### src/rtl/sample_fifo_feeder.sv
// sample_fifo_feeder
//   Elastic sample buffer in front of the I2S serializer. A producer pushes DATA_W-bit samples
//   over valid/ready into a 2**DEPTH_LOG2-entry FIFO. Each falling edge of daclrck (the start of
//   a left channel), synchronised into clk_50, pops one sample onto out_data. out_data then holds
//   that sample for the whole frame.
//
// Ports
//   clk_50        in   system clock, rising edge
//   reset         in   asynchronous active-low reset
//   configured    in   codec configuration done; enables frame consumption
//   daclrck       in   frame clock from the serializer (asynchronous to clk_50)
//   in_data       in   producer sample
//   in_valid      in   in_data is valid this cycle
//   in_ready      out  FIFO can accept a sample (registered)
//   out_data      out  current frame sample for the serializer
//   frame_tick    out  one-cycle pulse per consumed frame boundary
//   fill_level    out  FIFO occupancy, 0..2**DEPTH_LOG2
//   underflow     out  sticky flag: a frame boundary found the FIFO empty
//   clr_underflow in   synchronous clear of underflow
module sample_fifo_feeder #(
  parameter int unsigned DATA_W     = 24,
  parameter int unsigned DEPTH_LOG2 = 4
) (
  input  logic                  clk_50,
  input  logic                  reset,
  input  logic                  configured,
  input  logic                  daclrck,
  input  logic [DATA_W-1:0]     in_data,
  input  logic                  in_valid,
  output logic                  in_ready,
  output logic [DATA_W-1:0]     out_data,
  output logic                  frame_tick,
  output logic [DEPTH_LOG2:0]   fill_level,
  output logic                  underflow,
  input  logic                  clr_underflow
);

  localparam int unsigned Depth = 2 ** DEPTH_LOG2;
  localparam logic [DEPTH_LOG2:0] FullLvl = (DEPTH_LOG2 + 1)'(Depth);

  logic                  s1_q, s2_q, s3_q;
  logic [DATA_W-1:0]     mem_q [Depth];
  logic [DEPTH_LOG2-1:0] wr_ptr_q, wr_ptr_d;
  logic [DEPTH_LOG2-1:0] rd_ptr_q, rd_ptr_d;
  logic [DEPTH_LOG2:0]   count_q, count_d;
  logic                  ready_q, ready_d;
  logic [DATA_W-1:0]     out_q, out_d;
  logic                  tick_q;
  logic                  under_q, under_d;

  logic fall, pop_req, empty, push, pop;

  always_comb begin
    // s2 low while s3 still high: daclrck has been seen low for exactly one cycle past s1.
    fall    = ~s2_q & s3_q;
    pop_req = fall & configured;
    empty   = (count_q == '0);
    // ready_q already reflects a full FIFO, so a same-cycle pop never frees a slot for a push.
    push    = in_valid & ready_q;
    pop     = pop_req & ~empty;

    wr_ptr_d = wr_ptr_q + DEPTH_LOG2'(push);
    rd_ptr_d = rd_ptr_q + DEPTH_LOG2'(pop);

    count_d = count_q;
    unique case ({push, pop})
      2'b10:   count_d = count_q + 1'b1;
      2'b01:   count_d = count_q - 1'b1;
      default: count_d = count_q;
    endcase

    ready_d = (count_d != FullLvl);

    out_d = out_q;
    if (!configured) begin
      out_d = '0;
    end else if (pop) begin
      out_d = mem_q[rd_ptr_q];
    end

    // Setting wins over a coincident clear.
    under_d = under_q;
    if (pop_req && empty) begin
      under_d = 1'b1;
    end else if (clr_underflow) begin
      under_d = 1'b0;
    end
  end

  always_ff @(posedge clk_50 or negedge reset) begin
    if (!reset) begin
      s1_q     <= 1'b0;
      s2_q     <= 1'b0;
      s3_q     <= 1'b0;
      wr_ptr_q <= '0;
      rd_ptr_q <= '0;
      count_q  <= '0;
      ready_q  <= 1'b1;
      out_q    <= '0;
      tick_q   <= 1'b0;
      under_q  <= 1'b0;
    end else begin
      s1_q     <= daclrck;
      s2_q     <= s1_q;
      s3_q     <= s2_q;
      wr_ptr_q <= wr_ptr_d;
      rd_ptr_q <= rd_ptr_d;
      count_q  <= count_d;
      ready_q  <= ready_d;
      out_q    <= out_d;
      tick_q   <= pop_req;
      under_q  <= under_d;
    end
  end

  // Sample storage needs no reset; occupancy is tracked by count_q alone.
  always_ff @(posedge clk_50) begin
    if (push) begin
      mem_q[wr_ptr_q] <= in_data;
    end
  end

  assign in_ready   = ready_q;
  assign out_data   = out_q;
  assign frame_tick = tick_q;
  assign fill_level = count_q;
  assign underflow  = under_q;

endmodule

### config.mk
export PLATFORM = sky130hd
export DESIGN_NAME = sample_fifo_feeder
export DESIGN_NICKNAME = d
export VERILOG_FILES = /design/src/rtl/sample_fifo_feeder.sv
export SDC_FILE = /design/constraint.sdc
export NUM_CORES = 1
export LEC_CHECK = 0
export ABC_AREA = 1
export BUFFER_PORTS_ARGS = -buffer_cell sky130_fd_sc_hd__buf_2
export CAP_MARGIN = 20
export CORE_ASPECT_RATIO = 0.5
export CORE_UTILIZATION = 45
export CTS_CLUSTER_SIZE = 30
export DETAILED_ROUTE_END_ITERATION = 6
export PLACE_DENSITY_LB_ADDON = 0.08
export SETUP_SLACK_MARGIN = 0.4
export SYNTH_ARGS = -nofsm -noshare
export SYNTH_HDL_FRONTEND = slang
export SYNTH_SLANG_ARGS = --single-unit
### constraint.sdc
create_clock -name clk_50 -period 3.1 [get_ports clk_50]
set_clock_uncertainty 0.15 [all_clocks]
set_input_delay 0.31 -clock clk_50 [delete_from_list [all_inputs] [get_ports clk_50]]
set_output_delay 0.31 -clock clk_50 [all_outputs]
set_load 0.05 [all_outputs]
== After elaboration in Yosys (flattened, before gate mapping) ==
Memory sizes are Yosys's and may differ from the RTL's.
Cells that the tools add are included.
Widths: inputs -> output; s select.

* Reductions and logical operators: 3
* $lt $le $gt $ge: 0
* Equal/unequal tests: 4
* Shifts and indexed selects: 0
* Add/subtract/negate cells: 4
* Divide/modulo/power cells: 0
* Multiply operators: 0
* Mux-type cells: 7
* Bitwise logic cells: 6

{| class="wikitable"
|+ Operators by type and width
! kind !! number
|-
| $mux 24 || 2
|-
| $pmux 5 s2 || 1
|-
| $add 4x1->4 || 2
|-
| $add 5x1->5 const B || 1
|-
| $logic_not 5->1 || 1
|-
| $ne 5x5->1 const B || 1
|-
| $sub 5x1->5 const B || 1
|-
| $and 1x1->1 || 4
|-
| $mux 1 || 4
|-
| $eq 2x1->1 const B || 1
|-
| $eq 2x2->1 const B || 1
|-
| $ne 2x1->1 const B || 1
|-
| $not 1->1 || 2
|-
| $reduce_bool 2->1 || 1
|-
| $logic_and 1x1->1 || 1
|}

* Input port bits: 30
* Logic and storage cells: 35
* Flip-flop bits (word level): 43
* Output and inout bits: 32
* Memory bits (writable): 384
* Bits in latches: 0
* Memories kept: 1
* Bits in read-only memories: 0

{| class="wikitable"
|+ Memories
! memory !! words !! width !! read ports !! clocked after Yosys merged registers in !! wr ports !! line !! RTL
|-
| mem_q || 16 || 24 || 1 || 0 || 1 || 42 || <nowiki>logic [DATA_W-1:0] mem_q [Depth];</nowiki>
|}

== Depth between registers and ports, before layout ==
* Depth after elaboration: 7
* Gate-level depth with buffers: 20
* Gate-level depth less buffers: 18

== Worst setup path before layout ==
Ideal clock, no wire load.

* Path type: register to register
* Start point: register count_q[3], in the netlist fill_level[3]
* End point: register ready_q, in the netlist in_ready
* Setup time: 0.083 ns
* Slack: 0.207 ns
* Path buffers: 2
* Arrival: 2.660 ns
* Data required time: 2.867 ns
* Stages on the path, launching flop included: 17
* Period minus slack after synthesis: 2.893 ns
* Cell sequence: dfrtp_1 inv_1 nand3_1 nand2_1 inv_2 buf_2 ha_1 clkbuf_1 nand2_1 inv_1 nor2_1 ha_1 nand2_1 nand2_1 or2_2 nor2_1 nand3_1

* Word-level cells in the longest chain between the ends: 6
* Elaborated cells between the ends (all ways): 9
* Those cells by class: 2 x add/sub; 3 x eq/ne; 1 x mux; 2 x bitwise; 1 x reduce/logical

{| class="wikitable"
|+ Ends and longest elaborated chain
! what !! line !! RTL
|-
| start: declaration || 45 || <nowiki>logic [DEPTH_LOG2:0] count_q, count_d;</nowiki>
|-
| start signal: assignment || 108 || <nowiki>count_q <= count_d;</nowiki>
|-
| $logic_not 5->1 * || 57 || <nowiki>empty = (count_q == '0);</nowiki>
|-
| $not 1->1 * || 60 || <nowiki>pop = pop_req & ~empty;</nowiki>
|-
| $and 1x1->1 * || 60 ||
|-
| $eq 2x1->1 or $eq 2x2->1 (tied branches) || 66 || <nowiki>unique case ({push, pop})</nowiki>
|-
| $pmux 5 s2 * || 66 ||
|-
| named net count_d[1] || 45 ||
|-
| $ne 5x5->1 * || 72 || <nowiki>ready_d = (count_d != FullLvl);</nowiki>
|-
| named net ready_d || 46 || <nowiki>logic ready_q, ready_d;</nowiki>
|-
| end signal: assignment || 109 || <nowiki>ready_q <= ready_d;</nowiki>
|-
| end: declaration || 46 ||
|}

The timed path passes the listed nets; every way through them passes the cells marked *.
A chain may end at the register's enable or synchronous reset.

== Final worst setup path ==
* Start point: register count_q[4], in the netlist fill_level[4]
* End point: register ready_q, in the netlist in_ready

The elaborated chain is that of the path after synthesis.

==> key figures <==
Status
  – Outcome: complete, but fails checks
  – Violations in the final reports: DRC

STA
  – Worst Max-Slew Pin Slew: a little over 0.9 ns
  – Pins over their slew limit: 0
  – Endpoints failing hold: 0
  – Post-route minimum period: between 2 and 3 ns
  – Final Hold Slack: ~0.015 ns
  – Final setup margin: approximately 0.56 ns
  – Setup repair after global routing missed its margin: false
  – Setup TNS: 0 ns
  – Setup violation total in the final timing report: 0
  – Slew headroom: about 39%
  – Final critical-path share of the clock period: 81.9%
  – Highest Clock Rate: approximately 400 MHz

Routing
  – Vias: 11,097
  – Remaining routing DRC violations: 2
  – Avg WL per Cell: roughly 22 microns
  – Drt total wl: about 45 mm
  – Drt initial violations: roughly 1,200
  – Antenna viol nets, final: 0
  – Number of optimization iterations in the first detailed-route pass: 7
  – Post-detailed-route via-to-cell ratio: 5.45

Clocking
  – Count of clock tree sinks: between 400 and 500
  – TritonCTS buffer count: 40
  – Cell chosen for the clock root: sky130_fd_sc_hd__clkbuf_16
  – Post-CTS Setup Repair Bufs: 0
  – Clock tree from TritonCTS: done
  – H-tree Lvls: 2
  – Clock Path Buffers: 3
  – Latest clock arrival within the worst-skew pair: 0.54 ns
  – Clock-pin slew on the worst setup and hold paths: roughly 0.060 ns

Setup path
  – Critical-path cell list: nor3_2 > nand3_1 > nand2_1 > inv_2 > ha_2 > nand2_1 > inv_1 > nor2_1 > ha_1 > nand2_1 > nand2_1 > or2_2 > nor2_1 > nand3_1
  – Reg2Reg Capture Point: in_ready$_DFF_PN1_
  – FF-to-FF setup slack: 0.56 ns
  – Slowest stage delay, CP: around 0.44 ns
  – Crit path launch type: flip-flop
  – WP buf/inv: 2
  – Crit Path Class: reg -> reg
  – Register-to-Register Path Depth: 14
  – Largest driver fanout on the critical path: 7
  – Required time at the endpoint of the critical path: around 3.4 ns
  – Worst Setup End Kind: flip-flop
  – Top cell by count, worst path: sky130_fd_sc_hd__nand2_1
  – Arrival time at the worst endpoint: 2.85 ns
  – CP max-delay cell: sky130_fd_sc_hd__dfrtp_2
  – Worst reg2reg path startpoint: fill_level[4]$_DFF_PN0_
  – Crit-path leading delay family: simple AND/OR/NAND/NOR gates

Hold path
  – Worst Hold Path Cells: 1
  – Path class of the lowest-slack min-delay path: in -> reg
  – End of the worst hold path: mem_q[4][21]$_DFFE_PP_
  – Beginning of the worst hold path: in_data[21]

Finish
  – Final cell area excluding filler cells: approximately 20,000 sq um
  – Final Non-Filler Cells: around 2,000
  – Post-synthesis to final-layout area growth: 14.5%
  – Commonest non-fill, non-tap cells in the layout: sky130_fd_sc_hd__nand2_1, sky130_fd_sc_hd__edfxtp_1, sky130_fd_sc_hd__nor2_1
  – Layout cells sized above 1: a little under an eighth
  – Total inserted antenna cells: 0
  – Final-stage net count: around 1,600
  – Commonest non-fill, non-tap cell in the layout: sky130_fd_sc_hd__nand2_1

Floorplanning
  – Area enclosed by the die boundary: roughly 39,000 sq um
  – CORE AREA: 37,400 sq um
  – Number of I/O pins: 62
  – DIE HEIGHT: 140 microns
  – FP Rows: 50
  – Floorplan die width: 278 microns
  – Initial standard-cell utilization of the core: a little under half

Power and ir drop
  – Power Dens Cells: about 930 nW/um^2
  – Reported leakage power: approximately 7.3 nW
  – Worst ir drop on vdd: 0.00102 V

Synthesis
  – Synthesized area per cell: 11.9 sq um
  – Distinct cells, synth: 27
  – Cell count after synthesis: between 1,000 and 1,500
  – Cell Area, Synth: ~17,000 sq um
  – Sequential element share of the synthesized area: between 70% and 80%
  – Net Count, Synth: approximately 1,500
  – Total number of yosys warnings: 0
  – Synth Register Bits: between 400 and 500

Placed design
  – Number of cells in the design after placement: slightly below 2,000
  – Placed Area: 18,200 sq um
  – Pre-CTS setup slack: approximately 0.51 ns
  – Placed wire-length estimate after detailed placement: roughly 25 mm
  – I/O Buffers: between 60 and 70
  – Routability-driven placement congestion ratio: just over 0.8

Global routing
  – Vias in the first global route: about 10,000
  – Initial antenna violation count: 1
  – Global-route wire length before repair: between 60 and 70 mm
  – Tot GR Track Use: a little under a quarter
  – Total overflow reported by the global router: 0
  – Largest net degree at the start of global routing: about 130

Flow run
  – Number of max-cap violations: 0
## cell families after synthesis
logic type / synth area share (%)
AO/OA/AOI/OAI: 4.32
flip-flops: 73.6
adder cells (fa/ha/maj): 0.512
XOR/XNOR: 0.307
AND/OR/NAND/NOR: 18.1
buffers and inverters: 3.11
## power by group
part / total, W / internal [W] / leakage [nW] / switching, W
sequential: 0.00734 / 0.00702 / 4.01 / 0.000311
clock: 0.00473 / 0.00265 / 0.602 / 0.00208
combinational: 0.00624 / 0.00165 / 2.68 / 0.00459
total: 0.0183 / 0.0113 / 7.30 / 0.00698
## stage by stage
| step | util (%) | total power [W] |
|---|---|---|
| after floorplan | - | 0.0114 |
| after global routing | 52.4 | 0.0192 |
| after CTS | 52.3 | 0.0184 |
| final | 52.4 | 0.0183 |
| after detailed placement | 48.6 | 0.0136 |
| after global placement | 48.6 | 0.0136 |
## worst reg2reg max path, delay by kind of cell (launching register included)
family	cells	cell delay [ns]
and+or+nand+nor	10	1.27
adders and majority gates	2	0.51
DFF	1	0.44
buffers and inverters	2	0.09
## cell type report
type	instances	area (sq um)
fillers	3227	17800
flip-flops and latches	427	12600
multi-input cells	904	4120
clock buffers	59	1140
repair buffers	114	921
well taps	494	618
inverters	26	100
clock inverters	13	87.6
## how the worst max path moves through the flow
| stage | end | start | cells after the start | slack [ns] |
|---|---|---|---|---|
| final | in_ready$_DFF_PN1_ | fill_level[4]$_DFF_PN0_ | 14 | 0.56 |
| after global routing | in_ready$_DFF_PN1_ | fill_level[4]$_DFF_PN0_ | 14 | 0.41 |
| after CTS | in_ready$_DFF_PN1_ | fill_level[4]$_DFF_PN0_ | 14 | 0.50 |
| after detailed placement | in_ready$_DFF_PN1_ | fill_level[4]$_DFF_PN0_ | 14 | 0.51 |
| after global placement | in_ready$_DFF_PN1_ | fill_level[4]$_DFF_PN0_ | 14 | 0.61 |
| after floorplan | in_ready$_DFF_PN1_ | fill_level[4]$_DFF_PN0_ | 16 | 0.41 |
## cell usage after synthesis
cell type | n | area [sq um]
sky130_fd_sc_hd__xor2_1 | 4 | 35.0
sky130_fd_sc_hd__ha_1 | 7 | 87.6
sky130_fd_sc_hd__buf_6 | 10 | 113
sky130_fd_sc_hd__buf_1 | 3 | 11.3
sky130_fd_sc_hd__buf_4 | 7 | 52.6
sky130_fd_sc_hd__xnor2_1 | 2 | 17.5
sky130_fd_sc_hd__inv_2 | 2 | 7.51
sky130_fd_sc_hd__nor2_2 | 1 | 6.26
sky130_fd_sc_hd__inv_4 | 1 | 6.26
sky130_fd_sc_hd__nand3b_1 | 22 | 165
sky130_fd_sc_hd__nand3_1 | 127 | 636
sky130_fd_sc_hd__nor2_1 | 211 | 792
sky130_fd_sc_hd__inv_1 | 23 | 86.3
sky130_fd_sc_hd__o21ai_0 | 96 | 480
sky130_fd_sc_hd__nor3_1 | 1 | 5.00
sky130_fd_sc_hd__clkbuf_1 | 23 | 86.3
sky130_fd_sc_hd__buf_2 | 34 | 170
sky130_fd_sc_hd__a21oi_2 | 3 | 26.3
sky130_fd_sc_hd__o21ai_1 | 3 | 15.0
sky130_fd_sc_hd__dfrtp_1 | 42 | 1050
sky130_fd_sc_hd__o211ai_1 | 27 | 203
sky130_fd_sc_hd__edfxtp_1 | 384 | 11500
sky130_fd_sc_hd__o22ai_1 | 1 | 6.26
sky130_fd_sc_hd__nand2_1 | 397 | 1490
sky130_fd_sc_hd__dfstp_2 | 1 | 26.3
sky130_fd_sc_hd__o32ai_1 | 1 | 8.76
sky130_fd_sc_hd__or2_2 | 1 | 6.26
## what timing repair did
item                       CTS  global route
hold endpoints to repair   202             0
setup endpoints to repair    0             1
hold buffers                17             0
gates resized for setup      0             1
## registers in the layout (all words and copies together), names as in the netlist
| signal | count |
|---|---|
| fill_level | 5 |
| in_ready | 1 |
| frame_tick | 1 |
| s1_q | 1 |
| underflow | 1 |
| mem_q | 384 |
| rd_ptr_q | 4 |
| wr_ptr_q | 4 |
| s3_q | 1 |
| out_data | 24 |
| s2_q | 1 |
## routing by layer
layer | part of all wire [%] | vias up | GRT usage, %
met2 | 42 | 380 | 33.4
met1 | 50 | 5540 | 36.6
met4 | 1.3 | 0 | 4.68
met5 | 0 | - | 0
li1 | - | 5126 | -
met3 | 7.1 | 51 | 4.55
Note: power is estimated with default switching activity, not from simulation.
